$ cat config.mk
export PLATFORM = sky130hd
export DESIGN_NAME = inst_fetch
export DESIGN_NICKNAME = d
export VERILOG_FILES = /design/src/rtl/cpu_pkg.sv /design/src/rtl/inst_fifo.sv /design/src/rtl/inst_fetch.sv
export SDC_FILE = /design/constraint.sdc
export NUM_CORES = 1
export LEC_CHECK = 0
export ABC_AREA = 1
export CAP_MARGIN = 20
export CORE_ASPECT_RATIO = 0.75
export CORE_MARGIN = 3
export CORE_UTILIZATION = 52
export CTS_CLUSTER_SIZE = 12
export DETAILED_ROUTE_END_ITERATION = 6
export PLACE_DENSITY = 0.79
export SYNTH_ARGS = -nofsm -noshare
export SYNTH_HDL_FRONTEND = slang
export SYNTH_SLANG_ARGS = --single-unit
export TNS_END_PERCENT = 100
$ cat constraint.sdc
create_clock -name clk -period 6 [get_ports clk]
set_clock_uncertainty 0.15 [all_clocks]
set_input_delay 1.8 -clock clk [delete_from_list [all_inputs] [get_ports clk]]
set_output_delay 1.8 -clock clk [all_outputs]
set_load 0.01 [all_outputs]
$ cat src/rtl/cpu_pkg.sv
// Shared CPU types and widths used by the fetch stage and the decode datapath.
// Fetch entries pair an instruction with the address it was read from.
package cpu_pkg;

  localparam int ADDR_W  = 6;
  localparam int INST_W  = 16;
  localparam int ENTRY_W = INST_W + ADDR_W;

  typedef logic [ADDR_W-1:0] pc_t;
  typedef logic [INST_W-1:0] inst_t;

  typedef struct packed {
    inst_t inst;
    pc_t   pc;
  } fetch_entry_t;

  // Sequential successor; wraps from the top of program memory back to 0.
  function automatic pc_t next_pc(input pc_t pc);
    return pc + pc_t'(1);
  endfunction

endpackage

$ cat src/rtl/inst_fifo.sv
// Prefetch FIFO holding {inst, pc} entries between fetch and decode.
// Flush has priority over push and pop; a push when full or a pop when empty is dropped.
module inst_fifo
  import cpu_pkg::*;
#(
  parameter int WIDTH = ENTRY_W,
  parameter int DEPTH = 4
) (
  input  logic                     clk,
  input  logic                     reset,
  input  logic                     flush,
  input  logic                     push,
  input  logic [WIDTH-1:0]         push_data,
  input  logic                     pop,
  output logic [WIDTH-1:0]         pop_data,
  output logic                     empty,
  output logic [$clog2(DEPTH):0]   count
);

  localparam int PTR_W = $clog2(DEPTH);
  localparam int CNT_W = PTR_W + 1;

  logic [WIDTH-1:0] mem [DEPTH];
  logic [PTR_W-1:0] wr_ptr;
  logic [PTR_W-1:0] rd_ptr;
  logic             full;
  logic             do_push;
  logic             do_pop;

  assign empty    = (count == '0);
  assign full     = (count == CNT_W'(DEPTH));
  assign do_push  = push && !flush && !full;
  assign do_pop   = pop && !flush && !empty;
  assign pop_data = mem[rd_ptr];

  always_ff @(posedge clk) begin
    if (do_push) begin
      mem[wr_ptr] <= push_data;
    end
  end

  // DEPTH is a power of two, so pointers wrap by natural overflow.
  always_ff @(posedge clk or posedge reset) begin
    if (reset) begin
      wr_ptr <= '0;
      rd_ptr <= '0;
      count  <= '0;
    end else if (flush) begin
      wr_ptr <= '0;
      rd_ptr <= '0;
      count  <= '0;
    end else begin
      if (do_push) begin
        wr_ptr <= wr_ptr + PTR_W'(1);
      end
      if (do_pop) begin
        rd_ptr <= rd_ptr + PTR_W'(1);
      end
      case ({do_push, do_pop})
        2'b10:   count <= count + CNT_W'(1);
        2'b01:   count <= count - CNT_W'(1);
        default: count <= count;
      endcase
    end
  end

endmodule

$ cat src/rtl/inst_fetch.sv
// Instruction fetch stage: owns the PC, issues reads to a one-cycle program memory,
// buffers fetched words in a prefetch FIFO and hands them to decode over valid/ready.
module inst_fetch
  import cpu_pkg::*;
#(
  parameter int DEPTH = 4
) (
  input  logic              clk,
  input  logic              reset,
  output logic              imem_req,
  output logic [ADDR_W-1:0] imem_addr,
  input  logic [INST_W-1:0] imem_rdata,
  input  logic              redirect,
  input  logic [ADDR_W-1:0] redirect_pc,
  output logic              inst_valid,
  output logic [INST_W-1:0] inst,
  output logic [ADDR_W-1:0] inst_pc,
  input  logic              dec_ready
);

  localparam int CNT_W = $clog2(DEPTH) + 1;

  pc_t              fetch_pc;
  logic             inflight;
  pc_t              inflight_pc;
  logic [CNT_W-1:0] count;
  logic [CNT_W:0]   credit_used;
  logic             has_credit;
  logic             fifo_empty;
  logic             fifo_push;
  fetch_entry_t     push_entry;
  fetch_entry_t     head_entry;
  logic [ENTRY_W-1:0] head_bits;

  // A pop in the same cycle is not credited, so the buffer plus the outstanding
  // read can never exceed DEPTH and the landing word always has a slot.
  assign credit_used = {1'b0, count} + {{CNT_W{1'b0}}, inflight};
  assign has_credit  = credit_used < (CNT_W + 1)'(DEPTH);
  assign imem_req    = !reset && !redirect && has_credit;
  assign imem_addr   = fetch_pc;

  assign fifo_push       = inflight && !redirect;
  assign push_entry.inst = imem_rdata;
  assign push_entry.pc   = inflight_pc;
  assign head_entry      = fetch_entry_t'(head_bits);

  assign inst_valid = !fifo_empty;
  assign inst       = inst_valid ? head_entry.inst : '0;
  assign inst_pc    = inst_valid ? head_entry.pc   : '0;

  // Redirect wins over everything: the outstanding read is abandoned and fetch
  // restarts at the branch target on the next cycle.
  always_ff @(posedge clk or posedge reset) begin
    if (reset) begin
      fetch_pc    <= '0;
      inflight    <= 1'b0;
      inflight_pc <= '0;
    end else if (redirect) begin
      fetch_pc    <= redirect_pc;
      inflight    <= 1'b0;
    end else if (imem_req) begin
      inflight    <= 1'b1;
      inflight_pc <= fetch_pc;
      fetch_pc    <= next_pc(fetch_pc);
    end else begin
      inflight    <= 1'b0;
    end
  end

  inst_fifo #(
    .WIDTH (ENTRY_W),
    .DEPTH (DEPTH)
  ) u_fifo (
    .clk       (clk),
    .reset     (reset),
    .flush     (redirect),
    .push      (fifo_push),
    .push_data (push_entry),
    .pop       (dec_ready),
    .pop_data  (head_bits),
    .empty     (fifo_empty),
    .count     (count)
  );

endmodule

==> results.yml, run 1 <==
outcome:
  outcome: "completed"
yosys:
  netlist.top_cell.by_area: "edfxtp_1"
  synth_flop_cell: "edfxtp_1"
  yosys_warnings: 0
  synth_area_leaders: "edfxtp_1 59%, dfrtp_1 11%, nor2_1 8.1%, o21ai_1 3.3%, a21oi_1 2.8%"
  yosysTopAreaCellShare: 0.5870
  syn-num-nets: 423
  async_reset_ff_frac: 0.1852
  syn_area_mm2: 0.004502
  seq_area_frac_synth: 0.6982
  synth_edf_count: 88
  yosys_register_bits: 108
  netlist_instances: 391
  synth_cell_types: 27
  syn_avg_cell_area_um2: 11.51
floorplanning:
  start_util: 0.5515
  die-area_mm2: 0.009822
  core-area_mm2: 0.008163
  rows: 28
  ios: 56
  fp.dieW_um: 113.4
  die_height_um: 86.58
critical_path:
  r2r_slack_ns: 3.95
  cp.arrival_ns: 3.38
  cp_max_fo: 11
  r2r-end: "u_fifo.count[2]"
  crit_path_end: "imem_req"
  timing.rr.start: "u_fifo.count[0]"
  worstRegToRegCells: 12
  cp.required_ns: 4.05
  cp-startpoint: "redirect"
  crit_path_start_kind: "primary input"
  end_kind: "output port"
  crit_type: "primary input to output port"
clock_network:
  clock-sinks: 108
  tritoncts: "built"
  cts_hold_buf: 0
  htreeDepth: 3
  cts-buffers-inserted: 9
  clock_path_buffers: 2
  clkTransAtPathRegs_ns: 0.07
  insertion_delay_ns: 0.34
  cts-root-buf: "clkbuf_16"
  ctsResizeCount: 0
  post_cts_buffers: 0
global_route:
  antenna_found_initial: 0
  first_global_vias: 3022
  grt_use_total: 0.1991
  grt_pass1_wl_um: 15010
  grt_max_degree: 49
  grt_overflow: 0
drt:
  ant_nets: 0
  wire_per_inst_um: 17.03
  route.met3.wl_um: 457
  dr.max_layer_used: "met4"
  drt-met1-wl_um: 4041
  vias: 3006
  wl_met2_um: 4841
  drc_errors: 0
  dr.pass1.iters: 5
  wl_um: 9470
  drtIter0Drc: 218
  viasPerCell: 5.406
layout:
  antenna_cells: 0
  nets: 478
  final_layout_size_suffix_gt1_frac: 0.09534
  syn2layout_area_growth_pct: 20.68
  stdcell_count: 556
timing:
  finalHoldViolCount: 0
  fin_crit_ns: 5.329
  setup_violations: 0
  tns_ns: 0
  fin_crit_sh: 0.8881
  fmax_mhz: 187.7
  drv_slew: 0
  rsz0062_at_grt: "false"
  slew_headroom: 0.3862
  worst_pin_slew_ns: 0.9206
flow_run:
  max-cap-violations: 0
place:
  dp_cells: 540
  gp_congestion: 0.8490
  portBuffers: 55
  hpwl_um: 5530
min_path:
  hold_start: "inflight_pc[3]"
  hold_class: "flop to flop"
power:
  worst_ir_drop_vdd_mv: 0.1986
  leakage_nw: 1.982
  power_density_mw_per_mm2: 435.1
layout make-up:
class	instances	area, µm²
tap	105	131.4
timing repair buffer	61	595.6
sequential	108	3143
clock inverter	6	62.56
fill	598	2730
clock buffer	10	229.0
inverter	23	86.33
multi-input combinational	243	1185
sequential cells by signal, indices dropped and copies added, names as in the netlist:
name           cells
inflight_pc        6
u_fifo.rd_ptr      2
imem_addr          6
u_fifo.wr_ptr      2
u_fifo.count       3
u_fifo.mem        88
inflight           1
per-stage QoR:
stage | setup slack (ns) | power [mW] | hold WS [ns] | utilization | area (µm²)
floorplan | 1.639 | 1.429 | 0.3263 | - | 4502
detailed placement | 0.6594 | 1.804 | 0.3647 | 0.6298 | 5141
global route | 0.5796 | 2.499 | 0.4030 | 0.6655 | 5433
finish | 0.6713 | 2.364 | 0.3817 | 0.6655 | 5433
global placement | 0.7180 | 1.780 | 0.3492 | 0.6298 | 5141
CTS | 0.6570 | 2.383 | 0.3841 | 0.6655 | 5433
worst max-delay path: stages:
cell             delay, ns
clkdlybuf4s50_1       0.66
nor2_2                0.22
nand3_2               0.11
inv_2                 0.06
clkdlybuf4s50_1       0.53
worst min-delay path by stage:
| stage | slack (ns) | cells after the start | end |
|---|---|---|---|
| floorplan | 0.33 | 0 | u_fifo.mem[0][1] |
| global placement | 0.35 | 0 | u_fifo.mem[3][3] |
| detailed placement | 0.36 | 0 | u_fifo.mem[3][3] |
| CTS | 0.38 | 0 | u_fifo.mem[0][4] |
| global route | 0.40 | 0 | u_fifo.mem[0][3] |
| finish | 0.38 | 0 | u_fifo.mem[3][3] |
cells by family (layout without fill, tap and decap cells):
logic type / Yosys count / in the layout / share of synthesized area
and+or+nand+nor: 148 / 148 / 0.1365
buffers and inverters: 40 / 100 / 0.04085
DFF: 108 / 108 / 0.6982
adders and majority gates: 6 / 6 / 0.01834
AOI/OAI and AO/OA: 85 / 85 / 0.09839
xor gates and xnor gates: 4 / 4 / 0.007784
where the power goes:
group / internal [mW] / total (mW) / switching (mW) / leakage, nW
clock: 0.323 / 0.573 / 0.250 / 0.137
combinational: 0.360 / 0.819 / 0.459 / 0.797
sequential: 0.895 / 0.971 / 0.0761 / 1.05
cells in the mapped netlist (2+ instances only):
cell      instances
nand2_1          29
buf_6             2
ha_1              5
inv_1            15
o21ai_1          30
xor2_1            2
nand2_2           5
buf_4             4
inv_2             8
dfrtp_1          20
xnor2_1           2
a21oi_1          25
nor2_1           97
nor2_4            2
nand3_1          12
buf_2             3
clkbuf_1          7
o21ai_0          24
o211ai_1          4
edfxtp_1         88
metal layers:
metal | up-vias | track usage
li1 | 1448 | -
met1 | 1461 | 0.2569
met2 | 83 | 0.3339
met3 | 14 | 0.04606
met4 | 0 | 0.07424
met5 | - | 0
cells in the final DEF, fill, tap and decap left out, types with 5 or more instances in the layout:
cell              n
o21ai_0          24
edfxtp_1         88
ha_1              5
inv_2             8
dfrtp_1          20
a21oi_1          25
clkdlybuf4s50_1  55
nand2_2           5
inv_1            15
nor2_1           93
clkbuf_16         9
o21ai_1          30
buf_4             6
nand3_1          12
nand2_1          29
nor2_2            5
Power figures use the tool's default switching activity.
==> run 2: changes to the inputs <==
Settings changed: CORE_UTILIZATION 52 to 40, PLACE_DENSITY 0.79 to 0.65.
Clock period 6 ns to 5.9 ns, I/O delays scaled along.
==> run 2 against run 1 <==
  * Register-to-register slack worse by 0.16 ns
  * Clock-buffer cell count unchanged
  * Die area up 28%
  * Flip-flop and latch count unchanged
  * Worst setup slack worse by 0.068 ns
  * Power up 1.3%
  * Core utilization down 15 points
  * Critical path depth unchanged
  * Clock power up 3%
==> results.yml, run 2 (synthesis results as in run 1) <==
critical_path:
  crit_path_end: "imem_req"
  timing.rr.start: "u_fifo.count[0]"
  cp.arrival_ns: 3.38
  end_kind: "output port"
  crit_type: "primary input to output port"
  r2r_slack_ns: 3.79
  worstRegToRegCells: 11
  crit_path_start_kind: "primary input"
  cp_max_fo: 11
  r2r-end: "u_fifo.count[2]"
  cp.required_ns: 3.98
  cp-startpoint: "redirect"
clock_network:
  clock-sinks: 108
  clock_path_buffers: 2
  insertion_delay_ns: 0.34
  ctsResizeCount: 0
  clkTransAtPathRegs_ns: 0.07
  htreeDepth: 3
  cts_hold_buf: 0
  post_cts_buffers: 0
  tritoncts: "built"
  cts-root-buf: "clkbuf_16"
  cts-buffers-inserted: 9
flow_run:
  max-cap-violations: 0
floorplanning:
  fp.dieW_um: 128.5
  die-area_mm2: 0.01258
  start_util: 0.4243
  die_height_um: 97.88
  core-area_mm2: 0.01061
  rows: 32
  ios: 56
timing:
  finalHoldViolCount: 0
  tns_ns: 0
  drv_slew: 0
  rsz0062_at_grt: "false"
  fin_crit_ns: 5.297
  fin_crit_sh: 0.8978
  worst_pin_slew_ns: 0.9450
  setup_violations: 0
  fmax_mhz: 188.8
  whs_ns: 0.3709
  slew_headroom: 0.3700
place:
  hpwl_um: 5440
  portBuffers: 55
  gp_congestion: 0.8278
layout:
  syn2layout_area_growth_pct: 21.54
  nets: 478
  regMostFlops: "u_fifo.mem"
  layout_common_cells: "93 x nor2_1, 88 x edfxtp_1, 55 x clkdlybuf4s50_1"
  layout_commonest_cell: "nor2_1"
  largest_reg_flops: 88
  antenna_cells: 0
  fillers: 920
  final_layout_size_suffix_gt1_frac: 0.09313
drt:
  wire_per_inst_um: 15.33
  vias: 2894
  wl_um: 8996
  viasPerCell: 4.930
  dr.pass1.iters: 4
  ant_nets: 0
  drtIter0Drc: 231
  drc_errors: 0
power:
  power_density_mw_per_mm2: 437.9
  worst_ir_drop_vdd_mv: 0.1818
  leakage_nw: 1.984
global_route:
  grt_pass1_wl_um: 14740
  grt_overflow: 0
  grt_max_degree: 46
  antenna_found_initial: 0
  first_global_vias: 2892
  grt_use_total: 0.1492
min_path:
  hold_class: "flop to flop"
  holdPathStages: 0
outcome:
  outcome: "completed"
run 2: cell count changes in the layout (fill, tap and decap cells not counted):
cell        before  now
clkinv_1         1    2
inv_6            1    2
clkinvlp_4       2    1
clkinv_2         1    0
run 2: how the worst min path moves through the flow:
stage                   startpoint               end  slack [ns]
floorplan           inflight_pc[1]  u_fifo.mem[0][1]        0.33
global placement    inflight_pc[3]  u_fifo.mem[3][3]        0.35
detailed placement  inflight_pc[2]  u_fifo.mem[3][2]        0.36
CTS                 inflight_pc[2]  u_fifo.mem[3][2]        0.37
global route        inflight_pc[3]  u_fifo.mem[3][3]        0.40
finish              inflight_pc[3]  u_fifo.mem[3][3]        0.37
run 2: per-stage QoR:
| stage | instance area, µm² | setup slack (ns) | util | instances | power (mW) |
|---|---|---|---|---|---|
| after floorplan | 4502 | 1.599 | - | 391 | 1.453 |
| after global placement | 5180 | 0.6307 | 0.4882 | 571 | 1.823 |
| after global routing | 5472 | 0.5121 | 0.5157 | 587 | 2.543 |
| after detailed placement | 5180 | 0.6003 | 0.4882 | 571 | 1.833 |
| after CTS | 5472 | 0.5979 | 0.5157 | 587 | 2.421 |
| final | 5472 | 0.6031 | 0.5157 | 587 | 2.396 |
run 2: power breakdown:
group	internal [mW]	leakage (nW)	total, mW	switching (mW)
clock network	0.329	0.139	0.589	0.259
logic	0.366	0.797	0.809	0.443
registers	0.910	1.05	0.998	0.0884
total	1.61	1.98	2.40	0.790
run 2: final cells by class:
class	instances	area [µm²]	area share
clock buffer	10	229.0	0.04185
timing repair buffer	61	595.6	0.1088
inverter	23	86.33	0.01578
sequential	108	3143	0.5744
clock inverter	6	62.56	0.01143
tap	136	170.2	0.03110
multi-input combinational	243	1185	0.2166
run 2: per-layer routing:
metal / track usage / wire [µm] / part of all wire / up-vias
li1: - / - / - / 1453
met3: 0.03882 / 394 / 0.044 / 6
met2: 0.2457 / 4369 / 0.49 / 58
met4: 0.03793 / 77 / 0.0086 / 0
met5: 0 / 0 / 0 / -
met1: 0.1983 / 4155 / 0.46 / 1377
run 2: worst max-delay path, cell delays in order:
cell	delay [ns]
clkdlybuf4s50_1	0.65
nor2_2	0.21
nand3_2	0.14
inv_2	0.07
clkdlybuf4s50_1	0.53
